<file path="config.mk">
export PLATFORM = sky130hd
export DESIGN_NAME = dmem_arbiter
export DESIGN_NICKNAME = d
export VERILOG_FILES = /design/src/rtl/dmem_arbiter.sv
export SDC_FILE = /design/constraint.sdc
export NUM_CORES = 1
export LEC_CHECK = 0
export CAP_MARGIN = 0
export CORE_AREA = 3 3 117 119
export DETAILED_ROUTE_END_ITERATION = 10
export DIE_AREA = 0 0 120 122
export DONT_BUFFER_PORTS = 1
export PLACE_DENSITY_LB_ADDON = 0.12
export SYNTH_ARGS = -nofsm -noshare
export SYNTH_HDL_FRONTEND = slang
export SYNTH_SLANG_ARGS = --single-unit
</file>
<file path="constraint.sdc">
create_clock -name clk -period 4.8 [get_ports clk]
set_clock_uncertainty 0.2 [all_clocks]
set_input_delay 1.2 -clock clk [delete_from_list [all_inputs] [get_ports clk]]
set_output_delay 1.2 -clock clk [all_outputs]
set_load 0.1 [all_outputs]
</file>
<file path="src/rtl/dmem_arbiter.sv">
// rtl/dmem_arbiter.sv - data RAM arbiter between MEM-stage core port and debug/loader port
// Core has priority; a starvation counter bounds the debug wait, reads return one cycle after grant.
module dmem_arbiter #(
  parameter int AW         = 32,
  parameter int DW         = 32,
  parameter int STARVE_MAX = 4
) (
  input  logic          clk,
  input  logic          rst,
  input  logic          core_req,
  input  logic          core_we,
  input  logic [AW-1:0] core_addr,
  input  logic [DW-1:0] core_wdata,
  input  logic [2:0]    core_ubhw,
  output logic          core_stall,
  output logic          core_rvalid,
  output logic [DW-1:0] core_rdata,
  input  logic          dbg_req,
  input  logic          dbg_we,
  input  logic [AW-1:0] dbg_addr,
  input  logic [DW-1:0] dbg_wdata,
  output logic          dbg_gnt,
  output logic          dbg_rvalid,
  output logic [DW-1:0] dbg_rdata,
  output logic [AW-1:0] ram_addr,
  output logic [DW-1:0] ram_wdata,
  output logic          ram_we,
  output logic [2:0]    ram_ubhw,
  input  logic [DW-1:0] ram_rdata
);

  typedef enum logic [1:0] {
    IDLE    = 2'd0,
    CORE_RD = 2'd1,
    DBG_RD  = 2'd2
  } own_e;

  localparam logic [3:0] STARVE_LIM = 4'(STARVE_MAX);
  localparam logic [2:0] UBHW_WORD  = 3'b010;

  own_e       state_q, state_d;
  logic [3:0] starve_q, starve_d;
  logic       pick_dbg, pick_core;

  assign pick_dbg   = dbg_req & (~core_req | (starve_q == STARVE_LIM));
  assign pick_core  = core_req & ~pick_dbg;
  assign core_stall = core_req & pick_dbg;
  assign dbg_gnt    = pick_dbg;

  // RAM port mux; unused fields are driven to zero so an idle bus carries no X.
  always_comb begin
    ram_addr  = '0;
    ram_wdata = '0;
    ram_we    = 1'b0;
    ram_ubhw  = 3'b000;
    if (pick_core) begin
      ram_addr  = core_addr;
      ram_wdata = core_wdata;
      ram_we    = core_we & rst;
      ram_ubhw  = core_ubhw;
    end else if (pick_dbg) begin
      ram_addr  = dbg_addr;
      ram_wdata = dbg_wdata;
      ram_we    = dbg_we & rst;
      ram_ubhw  = UBHW_WORD;
    end
  end

  // Counter cannot pass the limit: at the limit a pending dbg request wins instead.
  always_comb begin
    starve_d = starve_q;
    if (!dbg_req || pick_dbg) begin
      starve_d = 4'd0;
    end else if (pick_core && (starve_q != STARVE_LIM)) begin
      starve_d = starve_q + 4'd1;
    end
  end

  always_comb begin
    state_d     = IDLE;
    core_rvalid = 1'b0;
    core_rdata  = '0;
    dbg_rvalid  = 1'b0;
    dbg_rdata   = '0;
    if (pick_core && !core_we) begin
      state_d = CORE_RD;
    end else if (pick_dbg && !dbg_we) begin
      state_d = DBG_RD;
    end
    case (state_q)
      CORE_RD: begin
        core_rvalid = 1'b1;
        core_rdata  = ram_rdata;
      end
      DBG_RD: begin
        dbg_rvalid = 1'b1;
        dbg_rdata  = ram_rdata;
      end
      default: ;
    endcase
  end

  always_ff @(posedge clk) begin
    if (!rst) begin
      state_q  <= IDLE;
      starve_q <= 4'd0;
    end else begin
      state_q  <= state_d;
      starve_q <= starve_d;
    end
  end

endmodule

</file>
==> flow_summary_export.csv, run 1 <==
group,metric,value,unit
placed_design,placed_cells,475,
floorplanning,io_pins,305,
clock_tree,clockBufferDepth,2,
setup_path,slowest_stage,"nor3b_1",
floorplanning,num_rows,41,
power_and_ir_drop,peakVddDrop,0.000133,V
global_route,grt_pass1_wl,12600,µm
routing,wl_per_cell,19.5,µm
global_route,grt-ovfl-total,0,
placed_design,dp_hpwl,7920,µm
clock_tree,clkLatencyLatePin,0.23,ns
sta,worst_pin_slew,1.04,ns
global_route,grt_start_max_net_pins,49,
sta,finalSetupViolCount,0,
setup_path,cpPeakStageDelay,0.37,ns
setup_path,r2r_slack,3.29,ns
sta,finalHoldViolations,0,
final_layout,multi_input_area,1600,µm²
clock_tree,cts.sink_count,6,
floorplanning,die_h,122,µm
routing,wl_met2,5060,µm
routing,dr.pass1.iters,4,
routing,ant_nets,0,
routing,top_layer,"met4",
logic_synthesis,yosys_register_bits,6,
clock_tree,clkTransAtPathRegs,0.03,ns
setup_path,crit_type,"primary input to primary output",
power_and_ir_drop,leakagePower,1.43,nW
logic_synthesis,synth.distinct_cells,25,
clock_tree,cts_hold_buffers,0,
routing,drt-initial-drc-count,51,
clock_tree,cts_root_buf,"clkbuf_16",
routing,wl_met1,3360,µm
setup_path,worstPathArrival,2.51,ns
final_layout,layout_common_cells,"buf_4, a21o_1, and2_1",
global_route,grt_usage,10.9,%
floorplanning,core_area,12700,µm²
power_and_ir_drop,p_per_area,291,nW/µm²
power_and_ir_drop,power_frac_clock,17.4,%
setup_path,critPathTopFamily,"simple AND/OR/NAND/NOR gates",
final_layout,final_nets,479,
sta,whs,0.262,ns
routing,vias,2171,
setup_path,cp.required,3.40,ns
final_layout,syn_to_final_growth,42.2,%
floorplanning,die_w,120,µm
run_status,status,"completed",
routing,drc,0,
final_layout,drive_above_1_share,30.7,%
flow_run,cap_violations,0,
sta,final-max-slew-violation-count,0,
clock_tree,cts_resized,0,
logic_synthesis,avgSynthCellArea,7.31,µm²
logic_synthesis,synth-seq-area-share,6.44,%
setup_path,start_kind,"primary input",
sta,rsz0062_at_grt,"false",
power_and_ir_drop,p_int,0.000269,W
sta,post-route-min-period,3.91,ns
placed_design,io_buffers,0,
setup_path,crit_chain,"and4b_2 > buf_4 > nor3b_1 > a21o_1 > buf_4",
floorplanning,fp.dieArea,14600,µm²
final_layout,final_common_cell,"buf_4",
floorplanning,start_util,14.7,%
final_layout,fin_util,20.9,%
min_path,min_path_type,"flop to flop",
logic_synthesis,syn_inst,255,
power_and_ir_drop,comb_power_share,75.8,%
power_and_ir_drop,p_switching,0.000502,W
logic_synthesis,syn_area,1860,µm²
logic_synthesis,syn_nets,426,
routing,route.met3.wl,854,µm
placed_design,gp_congestion,0.693,
final_layout,stdcell_count,478,
logic_synthesis,ys_warn_count,0,
clock_tree,cts_made_buffers,3,
setup_path,crit_buf_inv,2,
power_and_ir_drop,swShare,65.1,%
final_layout,antenna_cells,0,
sta,max_freq,256,MHz
global_route,antenna_found_initial,0,
setup_path,cp_max_fo,48,
clock_tree,cts_tree,"yes",
global_route,grt_pass1_vias,2183,
setup_path,critical-path-top-cell-by-count,"buf_4",
power_and_ir_drop,power_frac_seq,6.8,%
sta,post-route-period-util,81.5,%
final_layout,seqCellArea,120,µm²
clock_tree,htreeDepth,1,
routing,vias_per_cell,4.54,
sta,relSlewSlack,31.3,%
clock_tree,postCtsSetupRepairBufs,0,
routing,drt_wl_total,9300,µm
setup_path,crit_path_end_kind,"primary output",
final_layout,fillCellCount,1432,
[flip-flops by register name, summed over array words and instances, names as in the netlist]
| name | flops |
|---|---|
| state_q | 2 |
| starve_q | 4 |
[path summary, 6_finish.rpt]
| kind | endpoint | cells after the start | from |
|---|---|---|---|
| hold / removal | starve_q[0] | 1 | starve_q[0] |
| setup / recovery | ram_addr[4] | 5 | dbg_req |
| hold reg to reg | starve_q[0] | 1 | starve_q[0] |
| setup reg to reg | state_q[0] | 5 | starve_q[0] |
[cell usage after synthesis, drive strengths merged]
master	count	share of area, %
xor2	1	0.47
nor3	1	0.27
nor4	1	0.67
nor2b	2	0.67
nor2	4	0.81
nand2	1	0.20
nand4	1	0.34
ha	2	1.3
clkbuf	9	1.8
a21boi	1	0.60
inv	5	1.0
nor3b	67	29
a21o	65	26
and2	65	22
and4b	1	0.54
a31o	1	0.47
nand3	1	0.27
xnor2	1	0.47
nand3b	1	0.40
dfxtp	6	6.4
buf	19	6.6
[through the flow]
stage	setup slack, ns	cell area [µm²]	setup TNS (ns)	total power, W
floorplan	-0.574	1860	-1.15	0.000550
detailed placement	0.870	2580	0	0.000641
global route	0.804	2650	0	0.000793
global placement	0.912	2580	0	0.000640
finish	0.889	2650	0	0.000771
CTS	0.865	2650	0	0.000779
[logic make-up after synthesis]
| logic type | share of synthesized area, % |
|---|---|
| and+or+nand+nor | 54.6 |
| buffers and inverters | 9.46 |
| xor gates and xnor gates | 0.940 |
| adders and majority gates | 1.34 |
| AOI/OAI and AO/OA | 27.2 |
| DFF | 6.44 |
[power by group through the flow]
stage / logic [W] / clock network, W / registers [W]
2_1_floorplan: 0.000498 / 0 / 0.0000524
3_3_place_gp: 0.000588 / 0 / 0.0000529
3_5_place_dp: 0.000588 / 0 / 0.0000529
4_1_cts: 0.000589 / 0.000138 / 0.0000522
5_1_grt: 0.000601 / 0.000139 / 0.0000523
6_report: 0.000584 / 0.000134 / 0.0000522
[per-layer routing]
metal / track usage, % / up-vias
met2: 21.7 / 183
met1: 12.0 / 1006
met3: 2.23 / 2
met4: 1.72 / 0
li1: - / 980
met5: 0 / -
[final cells by class]
type,instances,area share [%]
Inverter,5,0.708
Multi-Input combinational cell,216,60.4
Timing Repair Buffer,76,23.4
Clock buffer,3,2.83
Sequential cell,6,4.53
Tap cell,172,8.12
[worst reg2reg max path, delay by kind of cell, from the launching register on]
kind	cells	cell delay, ns
adder cells (fa/ha/maj)	1	0.20
buffers and inverters	2	0.29
flip-flops	1	0.36
AND/OR/NAND/NOR	2	0.38
Note: power is estimated with default switching activity, not from simulation.
==> inputs of run 2 (changes only) <==
- clock period: 4.8 -> 3.8 ns (I/O delays scaled with it)
==> run 2 against run 1 <==
  * Worst setup slack got worse by 0.49 ns
  * Clock power increased by 23%
  * Sequential cell count unchanged
  * Via count increased by 7.5%
  * Largest cell class is now buffers
==> flow_summary_export.csv, run 2 (synthesized netlist as in run 1, its figures left out) <==
group,metric,value,unit
final_layout,top_register,"starve_q",
final_layout,final_nets,544,
setup_path,worstPathArrival,2.25,ns
power_and_ir_drop,peakVddDrop,0.000135,V
final_layout,drive_above_1_share,42.9,%
routing,drt_wl_total,9530,µm
power_and_ir_drop,swShare,59.2,%
setup_path,crit_type,"primary input to primary output",
clock_tree,clockBufferDepth,2,
floorplanning,io_pins,305,
power_and_ir_drop,p_switching,0.000654,W
floorplanning,die_w,120,µm
clock_tree,cts_made_buffers,3,
setup_path,cp.required,2.65,ns
clock_tree,clkLatencyLatePin,0.22,ns
power_and_ir_drop,leakagePower,1.96,nW
routing,ant_nets,0,
setup_path,cp_max_fo,30,
clock_tree,postCtsSetupRepairBufs,0,
sta,final-max-slew-violation-count,0,
power_and_ir_drop,power_frac_seq,6.0,%
sta,max_freq,294,MHz
placed_design,io_buffers,0,
placed_design,dp_hpwl,8050,µm
power_and_ir_drop,p_per_area,296,nW/µm²
setup_path,slowest_stage,"and4b_2",
sta,finalHoldViolations,0,
floorplanning,fp.dieArea,14600,µm²
global_route,grt_pass1_vias,2408,
placed_design,gp_congestion,0.667,
min_path,min_path_type,"flop to flop",
final_layout,top_regs,"starve_q: 4 flops, state_q: 2 flops",
clock_tree,cts.sink_count,6,
clock_tree,cts_resized,0,
final_layout,largest_reg_flops,4,
flow_run,cap_violations,0,
routing,drc,0,
sta,worst_pin_slew,0.551,ns
final_layout,final_common_cell,"buf_4",
min_path,worstHoldStart,"starve_q[0]",
floorplanning,core_area,12700,µm²
sta,rsz0062_at_grt,"false",
floorplanning,start_util,14.7,%
final_layout,layout_common_cells,"buf_4, a21o_1, and2_1",
routing,drt-initial-drc-count,49,
final_layout,syn_to_final_growth,100,%
global_route,grt_start_max_net_pins,69,
clock_tree,cts_tree,"yes",
routing,vias_per_cell,4.29,
setup_path,critPathLaunch,"dbg_req",
power_and_ir_drop,p_int,0.000450,W
setup_path,critPathTopFamily,"simple AND/OR/NAND/NOR gates",
setup_path,start_kind,"primary input",
setup_path,cpPeakStageDelay,0.56,ns
setup_path,crit_buf_inv,2,
floorplanning,die_h,122,µm
global_route,grt_usage,11.3,%
setup_path,crit_chain,"and4b_2 > buf_12 > nor3b_1 > a21o_1 > buf_4",
power_and_ir_drop,p_total,0.00110,W
setup_path,reg2reg_from,"starve_q[0]",
routing,dr.pass1.iters,4,
setup_path,crit_path_end_kind,"primary output",
global_route,grt-ovfl-total,0,
clock_tree,cts_hold_buffers,0,
global_route,antenna_found_initial,0,
floorplanning,num_rows,41,
final_layout,fin_util,29.4,%
power_and_ir_drop,comb_power_share,79.1,%
clock_tree,clkTransAtPathRegs,0.03,ns
sta,finalSetupViolCount,0,
clock_tree,cts_root_buf,"clkbuf_16",
sta,post-route-period-util,89.5,%
routing,wl_per_cell,17.5,µm
run_status,status,"completed",
global_route,grt_pass1_wl,13200,µm
routing,vias,2334,
power_and_ir_drop,power_frac_clock,15.0,%
sta,post-route-min-period,3.40,ns
clock_tree,htreeDepth,1,
sta,relSlewSlack,63.2,%
-- run 2: path summary, 6_finish.rpt --
path                                 endpoint  slack [ns]  cells past startpoint
worst min register to register    starve_q[0]        0.26                      1
worst min-delay path              starve_q[0]        0.26                      1
worst max-delay path            ram_wdata[10]        0.40                      5
worst max register to register     state_q[1]        2.01                      6
-- run 2: per-layer routing --
metal	vias to the layer above	share of wire (%)	global-route usage [%]
li1	1116	-	-
met1	1027	32	10.9
met2	187	55	23.2
met3	4	12	3.85
met4	0	0.65	1.79
met5	-	0	0
-- run 2: final cells by class --
type,count,area (µm²)
Fill cell,1330,8940
Timing Repair Buffer,141,1680
Multi-Input combinational cell,216,1610
Tap cell,172,215
Sequential cell,6,120
Clock buffer,3,75.1
Inverter,5,18.8
Antenna cell,1,2.50
-- run 2: power groups by stage --
stage	Sequential [W]	Clock, W	Combinational [W]
2_1_floorplan	0.0000662	0	0.000630
3_3_place_gp	0.0000667	0	0.000878
3_5_place_dp	0.0000668	0	0.000878
4_1_cts	0.0000659	0.000168	0.000880
5_1_grt	0.0000661	0.000174	0.000896
6_report	0.0000659	0.000165	0.000873
-- run 2: per-stage QoR --
| stage | std cells | worst slack, ns | hold WS [ns] | TNS [ns] | cell area, µm² |
|---|---|---|---|---|---|
| after floorplan | 255 | -0.0822 | 0.230 | -0.164 | 1870 |
| after global placement | 540 | 0.394 | 0.247 | 0 | 3650 |
| after detailed placement | 540 | 0.390 | 0.260 | 0 | 3650 |
| after CTS | 543 | 0.388 | 0.267 | 0 | 3730 |
| after global routing | 543 | 0.313 | 0.290 | 0 | 3730 |
| final | 544 | 0.398 | 0.258 | 0 | 3730 |
==> inputs of run 3 (changes only) <==
- CAP_MARGIN: 0 -> not set
- CTS_CLUSTER_SIZE: not set -> 12
==> results of run 3 <==
The final DEF is identical to that of run 2; final timing and power are the same.
